File: config.mk
export PLATFORM = sky130hd
export DESIGN_NAME = alu_share_ctrl
export DESIGN_NICKNAME = d
export VERILOG_FILES = /design/src/rtl/alu_pkg.sv /design/src/rtl/rr_arbiter.sv /design/src/rtl/alu_share_ctrl.sv
export SDC_FILE = /design/constraint.sdc
export NUM_CORES = 1
export LEC_CHECK = 0
export CORE_MARGIN = 3
export CORE_UTILIZATION = 38
export CTS_BUF_LIST = sky130_fd_sc_hd__clkbuf_8
export DETAILED_ROUTE_END_ITERATION = 8
export PLACE_DENSITY = 0.91
export SYNTH_ARGS = -nofsm -noshare
export SYNTH_HDL_FRONTEND = slang
export SYNTH_SLANG_ARGS = --single-unit
File: constraint.sdc
create_clock -name clk -period 2.14 [get_ports clk]
set_input_delay 0.535 -clock clk [delete_from_list [all_inputs] [get_ports clk]]
set_output_delay 0.535 -clock clk [all_outputs]
set_load 0.01 [all_outputs]
File: src/rtl/alu_pkg.sv
// rtl/alu_pkg.sv - shared constants and types for the ALU sharing controller
//
// Purpose: data width, ALU opcode encodings and the controller FSM state type.
// Ports: none (package).
package alu_pkg;

    localparam int ALU_W = 8;
    localparam int OP_W  = 3;

    localparam logic [OP_W-1:0] OP_ADD = 3'b000;
    localparam logic [OP_W-1:0] OP_SUB = 3'b001;
    localparam logic [OP_W-1:0] OP_AND = 3'b010;
    localparam logic [OP_W-1:0] OP_OR  = 3'b011;
    localparam logic [OP_W-1:0] OP_XOR = 3'b100;
    localparam logic [OP_W-1:0] OP_NOT = 3'b101;
    localparam logic [OP_W-1:0] OP_SHL = 3'b110;
    localparam logic [OP_W-1:0] OP_SHR = 3'b111;

    typedef enum logic [1:0] {
        IDLE = 2'd0,
        EXEC = 2'd1,
        RESP = 2'd2
    } ctrl_state_t;

endpackage

File: src/rtl/rr_arbiter.sv
// rtl/rr_arbiter.sv - combinational requester arbiter (round-robin or fixed priority)
//
// Purpose: picks one requester out of a request vector.
//   Default build: round-robin, searching upward from ptr+1 with wrap-around.
//   With ALU_ARB_FIXED_PRIO_EN defined: lowest index wins and ptr is not a port.
// Ports:
//   req      in   NUM_REQ  request vector
//   ptr      in   ID_W     index of the last granted requester (round-robin build only)
//   gnt      out  NUM_REQ  one-hot grant, zero when no request
//   gnt_idx  out  ID_W     encoded grant index, zero when no request
//   gnt_any  out  1        at least one request is granted
module rr_arbiter #(
    parameter  int NUM_REQ = 4,
    localparam int ID_W    = $clog2(NUM_REQ)
) (
    input  logic [NUM_REQ-1:0] req,
`ifndef ALU_ARB_FIXED_PRIO_EN
    input  logic [ID_W-1:0]    ptr,
`endif
    output logic [NUM_REQ-1:0] gnt,
    output logic [ID_W-1:0]    gnt_idx,
    output logic               gnt_any
);

`ifndef ALU_ARB_FIXED_PRIO_EN
    int                idx;
    logic [ID_W-1:0]   idx_w;
`endif

    always_comb begin
        gnt_idx = '0;
        gnt_any = 1'b0;
`ifdef ALU_ARB_FIXED_PRIO_EN
        // Walk downward so the lowest requesting index is the last one written.
        for (int i = NUM_REQ - 1; i >= 0; i--) begin
            if (req[i]) begin
                gnt_idx = ID_W'(i);
                gnt_any = 1'b1;
            end
        end
`else
        idx   = 0;
        idx_w = '0;
        // Walk the distance from ptr downward so the nearest requester after
        // ptr (distance 1 first) is the last one written.
        for (int k = NUM_REQ; k >= 1; k--) begin
            idx = int'(ptr) + k;
            if (idx >= NUM_REQ) begin
                idx = idx - NUM_REQ;
            end
            idx_w = ID_W'(idx);
            if (req[idx_w]) begin
                gnt_idx = idx_w;
                gnt_any = 1'b1;
            end
        end
`endif
        gnt = gnt_any ? (NUM_REQ'(1) << gnt_idx) : '0;
    end

endmodule

File: src/rtl/alu_share_ctrl.sv
// rtl/alu_share_ctrl.sv - shares one external combinational ALU among NUM_REQ requesters
//
// Purpose: arbitrates requester operations, registers the chosen operands onto the
//   ALU ports for one full cycle, captures the result and returns it tagged with
//   the requester index. Build option ALU_ARB_FIXED_PRIO_EN selects fixed-priority
//   arbitration instead of round-robin.
// Ports:
//   clk, rst_n            clock, asynchronous active-low reset
//   req_valid/req_ready   per-requester handshake (req_ready one-hot or zero)
//   req_a, req_b, req_op  packed per-requester operands and opcode
//   alu_a, alu_b, alu_opcode, alu_result   shared ALU interface
//   rsp_valid/rsp_ready   response handshake
//   rsp_id, rsp_data      owning requester index and result byte
//   busy                  high whenever an operation is outstanding
module alu_share_ctrl
    import alu_pkg::*;
#(
    parameter  int NUM_REQ = 4,
    localparam int ID_W    = $clog2(NUM_REQ)
) (
    input  logic                    clk,
    input  logic                    rst_n,
    input  logic [NUM_REQ-1:0]      req_valid,
    output logic [NUM_REQ-1:0]      req_ready,
    input  logic [NUM_REQ*ALU_W-1:0] req_a,
    input  logic [NUM_REQ*ALU_W-1:0] req_b,
    input  logic [NUM_REQ*OP_W-1:0] req_op,
    output logic [ALU_W-1:0]        alu_a,
    output logic [ALU_W-1:0]        alu_b,
    output logic [OP_W-1:0]         alu_opcode,
    input  logic [ALU_W-1:0]        alu_result,
    output logic                    rsp_valid,
    input  logic                    rsp_ready,
    output logic [ID_W-1:0]         rsp_id,
    output logic [ALU_W-1:0]        rsp_data,
    output logic                    busy
);

    ctrl_state_t        state;
    logic [NUM_REQ-1:0] gnt;
    logic [ID_W-1:0]    gnt_idx;
    logic               gnt_any;
    logic [ALU_W-1:0]   sel_a;
    logic [ALU_W-1:0]   sel_b;
    logic [OP_W-1:0]    sel_op;

`ifndef ALU_ARB_FIXED_PRIO_EN
    logic [ID_W-1:0]    rr_ptr;
`endif

    rr_arbiter #(
        .NUM_REQ (NUM_REQ)
    ) u_arb (
        .req     (req_valid),
`ifndef ALU_ARB_FIXED_PRIO_EN
        .ptr     (rr_ptr),
`endif
        .gnt     (gnt),
        .gnt_idx (gnt_idx),
        .gnt_any (gnt_any)
    );

    // Operand mux for the granted requester.
    always_comb begin
        sel_a  = '0;
        sel_b  = '0;
        sel_op = '0;
        for (int i = 0; i < NUM_REQ; i++) begin
            if (gnt_idx == ID_W'(i)) begin
                sel_a  = req_a[i*ALU_W +: ALU_W];
                sel_b  = req_b[i*ALU_W +: ALU_W];
                sel_op = req_op[i*OP_W +: OP_W];
            end
        end
    end

    // The grant is only offered in IDLE; rst_n gates it so nothing can be
    // accepted while reset is held.
    assign req_ready = (rst_n && (state == IDLE)) ? gnt : '0;
    assign busy      = (state != IDLE);

    always_ff @(posedge clk or negedge rst_n) begin
        if (!rst_n) begin
            state      <= IDLE;
            alu_a      <= '0;
            alu_b      <= '0;
            alu_opcode <= '0;
            rsp_valid  <= 1'b0;
            rsp_id     <= '0;
            rsp_data   <= '0;
`ifndef ALU_ARB_FIXED_PRIO_EN
            rr_ptr     <= ID_W'(NUM_REQ - 1);
`endif
        end else begin
            case (state)
                IDLE: begin
                    // gnt only selects a valid requester, so gnt_any is the handshake.
                    if (gnt_any) begin
                        alu_a      <= sel_a;
                        alu_b      <= sel_b;
                        alu_opcode <= sel_op;
                        rsp_id     <= gnt_idx;
`ifndef ALU_ARB_FIXED_PRIO_EN
                        rr_ptr     <= gnt_idx;
`endif
                        state      <= EXEC;
                    end
                end
                EXEC: begin
                    rsp_data  <= alu_result;
                    rsp_valid <= 1'b1;
                    state     <= RESP;
                end
                RESP: begin
                    if (rsp_ready) begin
                        rsp_valid <= 1'b0;
                        state     <= IDLE;
                    end
                end
                default: begin
                    state <= IDLE;
                end
            endcase
        end
    end

endmodule

* Word-level counts from Yosys, hierarchy flattened
Index checks and enable logic that the tools add are counted.
Widths: inputs -> output; s select.
** Storage, ports and cells
- Register bits after elaboration :: 34
- Bits of input ports :: 91
- Output and inout port bits :: 35
** Cells by class
- $add $sub $neg :: 8
- Order comparisons :: 8
- Eq/ne operators :: 7
- Shifts and indexed selects :: 1
- Muxes and demuxes :: 39
- Reduce and logical (&&, ||, !) cells :: 8
** Operators by type and width (count)
- $mux 8 :: 8
- $mux 2 :: 10
- $lt 2x3->1 const B :: 4
- $mux 3 :: 4
- $ge 3x3->1 const B :: 3
- $mux 1 :: 9
- $bmux 1 s2 :: 4
- $mux 4 :: 2
- $sub 2x1->2 const B :: 4
- $add 2x2->3 const B :: 2
- $eq 2x2->1 const B :: 3
- $pmux 2 s3 :: 1
- $reduce_and 2->1 :: 3
- $add 2x3->4 const B :: 1
- $eq 2x1->1 const B :: 2
- $ge 4x3->1 const B :: 1
- $logic_not 2->1 :: 2
- $ne 2x2->1 const B :: 2
- $reduce_bool 2->1 :: 2
- $shl 1x2->4 const A :: 1
- $add 2x1->3 const B :: 1
- $pmux 1 s2 :: 1
- $logic_and 1x1->1 :: 1

* Logic depth before layout (Yosys ltp)
- Depth after elaboration :: 14
- Depth in mapped cells :: 8
- Gate-level depth less buffers :: 6

* By module
From an unflattened synthesis, not the netlist that was laid out.
** Unflattened totals
- Cell total of the unflattened synthesis :: 181
- Area, all modules :: 2060.7 um^2
** Modules (own cells, without submodules)
- alu_share_ctrl :: instances 1, cells each 153, area an instance 1895.6 um^2, sequential area each 853.3 um^2
- rr_arbiter :: instances 1, cells each 28, area an instance 165.2 um^2, sequential area each 0.0 um^2

* Worst setup path before layout
Ideal clock, no wire load.
- Path kind :: input to output
- Start point :: input req_valid[2]
- End point :: output req_ready[1]
- Arrival :: 1.593 ns
- Required time :: 1.605 ns
- Path slack :: 0.012 ns
- Cell stages on the path :: 5
- Buffers on the path :: 1
- Path through :: nand2b_1 a21oi_1 clkbuf_1 nor3_1 nor2_1
** Between the ends
- Word-level cells in the longest chain between the ends :: 9
** RTL lines
- from (decl) :: line alu_share_ctrl.sv:23 : input logic [NUM_REQ-1:0] req_valid,
- $bmux 1 s2 :: line rr_arbiter.sv:52 : if (req[idx_w]) begin
- $mux 1 (implied by the code) :: line rr_arbiter.sv:52
- $mux 2 (4 in a row) :: line rr_arbiter.sv:52
- $shl 1x2->4 :: line rr_arbiter.sv:58 : gnt = gnt_any ? (NUM_REQ'(1) << gnt_idx) : '0;
- $mux 4 (*) :: line rr_arbiter.sv:58
- $mux 4 (*) :: line alu_share_ctrl.sv:79 : assign req_ready = (rst_n && (state == IDLE)) ? gnt : '0;
- to (decl) :: line alu_share_ctrl.sv:24 : output logic [NUM_REQ-1:0] req_ready,
Every way passes the cells marked *; elsewhere a longest branch is shown, timed or not. The select of a mux whose other input is x is not followed.

* Worst setup path after layout
- Start point :: register rr_ptr[0]
- End point :: output req_ready[1]
** Between the ends
- Word-level cells in the longest chain between the ends :: 12
** RTL lines
- from (decl) :: line alu_share_ctrl.sv:48 : logic [ID_W-1:0] rr_ptr;
- from (signal assigned) :: line alu_share_ctrl.sv:92 : rr_ptr <= ID_W'(NUM_REQ - 1);
- from (signal assigned) :: line alu_share_ctrl.sv:104 : rr_ptr <= gnt_idx;
- $add 2x3->4 :: line rr_arbiter.sv:47 : idx = int'(ptr) + k;
- $ge 4x3->1 or $sub 2x1->2 (tied branches) :: line rr_arbiter.sv:48, rr_arbiter.sv:49
- $mux 2 :: line rr_arbiter.sv:48 : if (idx >= NUM_REQ) begin
- $bmux 1 s2 :: line rr_arbiter.sv:52
- $mux 1 (implied by the code) :: line rr_arbiter.sv:52
- $mux 2 (4 in a row) :: line rr_arbiter.sv:52
- $shl 1x2->4 :: line rr_arbiter.sv:58
- $mux 4 (*) :: line rr_arbiter.sv:58
- $mux 4 (*) :: line alu_share_ctrl.sv:79
Marked as above.

==> metrics.csv <==
stage,metric,value,unit
clocking,cts_root_buf,clkbuf_8,
route,vias,2273,
sta,fin_crit_sh,101.8,%
worst_hold_path,hp-class,in2async,
logic_synthesis,ys_async_sr_fraction,100.0,%
setup_path,critPathArrivalTime,1.64,ns
setup_path,worst-r2r-cell-count,7,
logic_synthesis,synth_edf_count,0,
logic_synthesis,netlist.area_leader.share,38.95,%
placement,globalplace.congestion,0.8908,
power_and_ir_drop,clock_power_share,10.8,%
placement,place_area,3487,um2
finish,layout-drive-gt1-share,22.42,%
logic_synthesis,synth_fp_nets,290,
setup_path,rr_startpoint,rr_ptr[0],
setup_path,cp-start-kind,flip-flop,
logic_synthesis,synth_flop_cell,dfrtp_1,
power_and_ir_drop,power.density,1207,nW/um2
setup_path,critical_path.endpoint_type,output port,
clocking,cts.clk_slew.worst_paths,0.07,ns
floorplanning,dieArea,6328,um2
setup_path,worst_ep_required_time,1.60,ns
global_routing,grt_max_degree,35,
global_routing,antenna_found_initial,0,
sta,slew_headroom,51.62,%
route,avgRoutedWirePerCell,17.22,um
setup_path,crit_type,reg2out,
route,drt_iter0_markers,138,
floorplanning,dieWidth,79.55,um
finish,layout.nets,429,
power_and_ir_drop,switching_power,1.634,mW
power_and_ir_drop,power,4.397,mW
power_and_ir_drop,p_int,2.763,mW
finish,final_area,3642,um2
logic_synthesis,syn_inst,199,
logic_synthesis,yosysTopAreaCell,dfrtp_1,
setup_path,worst-path-max-fanout,3,
floorplanning,rows,26,
finish,syn_to_final_growth,77.18,%
logic_synthesis,ys_seq_elements,34,
setup_path,r2r-end,alu_opcode[0],
sta,hold_viol_final,0,
power_and_ir_drop,p_leak,1.517,nW
clocking,cts_tree,done,
logic_synthesis,synth.distinct_cells,35,
floorplanning,die_h,79.55,um
run,maxCapViolations,0,
sta,tightest_slew,0.7242,ns
floorplanning,num_io_pins,126,
route,viasPerCell,5.557,
sta,hold_ws,0.3600,ns
power_and_ir_drop,p_seq_share,26.6,%
sta,fmax,0.4588,GHz
status,status,"complete, but fails checks",
route,drc,0,
sta,drv_slew,0,
global_routing,grt_use_total,22.44,%
route,dr.pass1.iters,4,
clocking,cts.sinks,34,
placement,dpl.hpwl,5174,um
logic_synthesis,synth.area.top_cells,"dfrtp_1 (39%), mux2_2 (8.8%), a221o_1 (6.3%)",
finish,diodes,0,
sta,tns,-0.05782,ns
clocking,cts_buffer_depth,2,
sta,fin_worst_skew,0.002616,ns
sta,rsz0062_at_grt,yes,
sta,setup_viol,2,
route,drt-total-wl,7043,um
route,antenna_left,0,
logic_synthesis,syn_area,2056,um2
clocking,numCtsBuffers,5,
setup_path,reg2reg_slack,0.17,ns
floorplanning,core-area,5172,um2
sta,post-route-min-period,2.180,ns
logic_synthesis,ys_warn_count,0,
power_and_ir_drop,switching_share,37.15,%
power_and_ir_drop,ir_drop,0.0006587,V
status,failed_checks,negative setup slack,
clocking,cts.htree.levels,2,
finish,post-route-util,70.42,%
floorplanning,start_util,39.74,%
logic_synthesis,avgSynthCellArea,10.33,um2
global_routing,grt_pass1_vias,2301,
logic_synthesis,yosysSeqAreaShare,41.51,%
global_routing,grt_first_pass_wirelength,11100,um
placement,port_buffers,125,
sta,fin_ws,-0.03953,ns
clocking,cts_hold_buf,0,
power_and_ir_drop,power_frac_comb,62.6,%
global_routing,grt-ovfl-total,0,
clocking,clk-insertion-delay-late,0.28,ns
[layer usage]
metal | vias up | GRT usage (%) | routed length [um]
met5 | - | 0 | 0
met4 | 0 | 8.247 | 142
met3 | 17 | 6.321 | 542
met2 | 111 | 39.32 | 3668
met1 | 1094 | 25.85 | 2690
li1 | 1051 | - | -
[kinds of logic after synthesis]
| logic type | share of synthesized area (%) |
|---|---|
| AOI/OAI and AO/OA | 22.70 |
| buffers and inverters | 4.808 |
| DFF | 41.51 |
| muxes | 15.34 |
| and+or+nand+nor | 15.64 |
[Yosys cell counts, types with 2 or more instances]
library cell / count
clkbuf_1: 9
nand3b_1: 2
o21ai_0: 2
dfstp_2: 2
mux2_4: 5
dfrtp_1: 32
nor2b_1: 3
nand4_1: 13
nand2_1: 4
a21oi_1: 17
buf_2: 7
o31ai_1: 13
and4_1: 6
mux2i_1: 6
or2_1: 2
a221o_1: 13
mux2_2: 16
o21a_1: 2
buf_6: 2
a211oi_1: 12
nor2_1: 16
nand2b_1: 2
[layout by cell type (no fill, tap or decap), drive strengths merged, types with 12 or more instances in the layout]
master	n
nor2	17
mux2	21
a221o	13
dfrtp	32
o31ai	13
clkdlybuf4s50	116
a21oi	17
nand4	13
buf	31
a211oi	12
[sequential cells by signal, summed over array words and instances, names as in the netlist]
register    flops
alu_b           8
alu_opcode      3
rsp_data        8
rsp_id          2
rr_ptr          2
alu_a           8
state           2
rsp_valid       1
[timing repair]
item | 4_1_cts | 5_1_grt
setup endpoints to repair | 23 | 23
buffers inserted | 1 | 1
gates resized for setup | 35 | 8
gates cloned | 0 | 0
pin swaps | 6 | 4
[final cells by class]
class                      instances  area [um2]
sequential                        34       853.3
timing repair buffer             150        1435
fill                             404        1530
multi-input combinational        145        1169
clock inverter                     2       7.507
clock buffer                       6       82.58
tap                               70       87.58
inverter                           2       7.507
[power groups by stage]
stage / logic (mW) / registers (mW) / clock network, mW
CTS: 2.71 / 1.17 / 0.487
global placement: 2.59 / 1.16 / 0
detailed placement: 2.67 / 1.17 / 0
floorplan: 1.26 / 1.31 / 0
finish: 2.75 / 1.17 / 0.477
global route: 2.96 / 1.20 / 0.525
[worst max path at each step]
stage / start / cells after the start / to
after floorplan: req_valid[2] / 5 / req_ready[1]
after global placement: req_valid[3] / 7 / req_ready[2]
after detailed placement: req_valid[3] / 7 / req_ready[3]
after CTS: rr_ptr[0] / 6 / req_ready[1]
after global routing: rr_ptr[0] / 6 / req_ready[1]
final: rr_ptr[0] / 6 / req_ready[1]
[metrics by stage]
step           setup slack [ns]  std cells
6_report               -0.03953        409
5_1_grt                 -0.1231        409
4_1_cts                -0.02303        408
3_5_place_dp            -0.7661        399
3_3_place_gp            -0.6964        399
2_1_floorplan           0.01169        199
[critical path: stages (launching register included)]
cell	delay (ns)
dfstp_2	0.55
buf_6	0.10
nor2b_4	0.04
o21a_1	0.20
nor3_4	0.25
nor2_1	0.07
buf_2	0.14
Note: power is estimated with default switching activity, not from simulation.
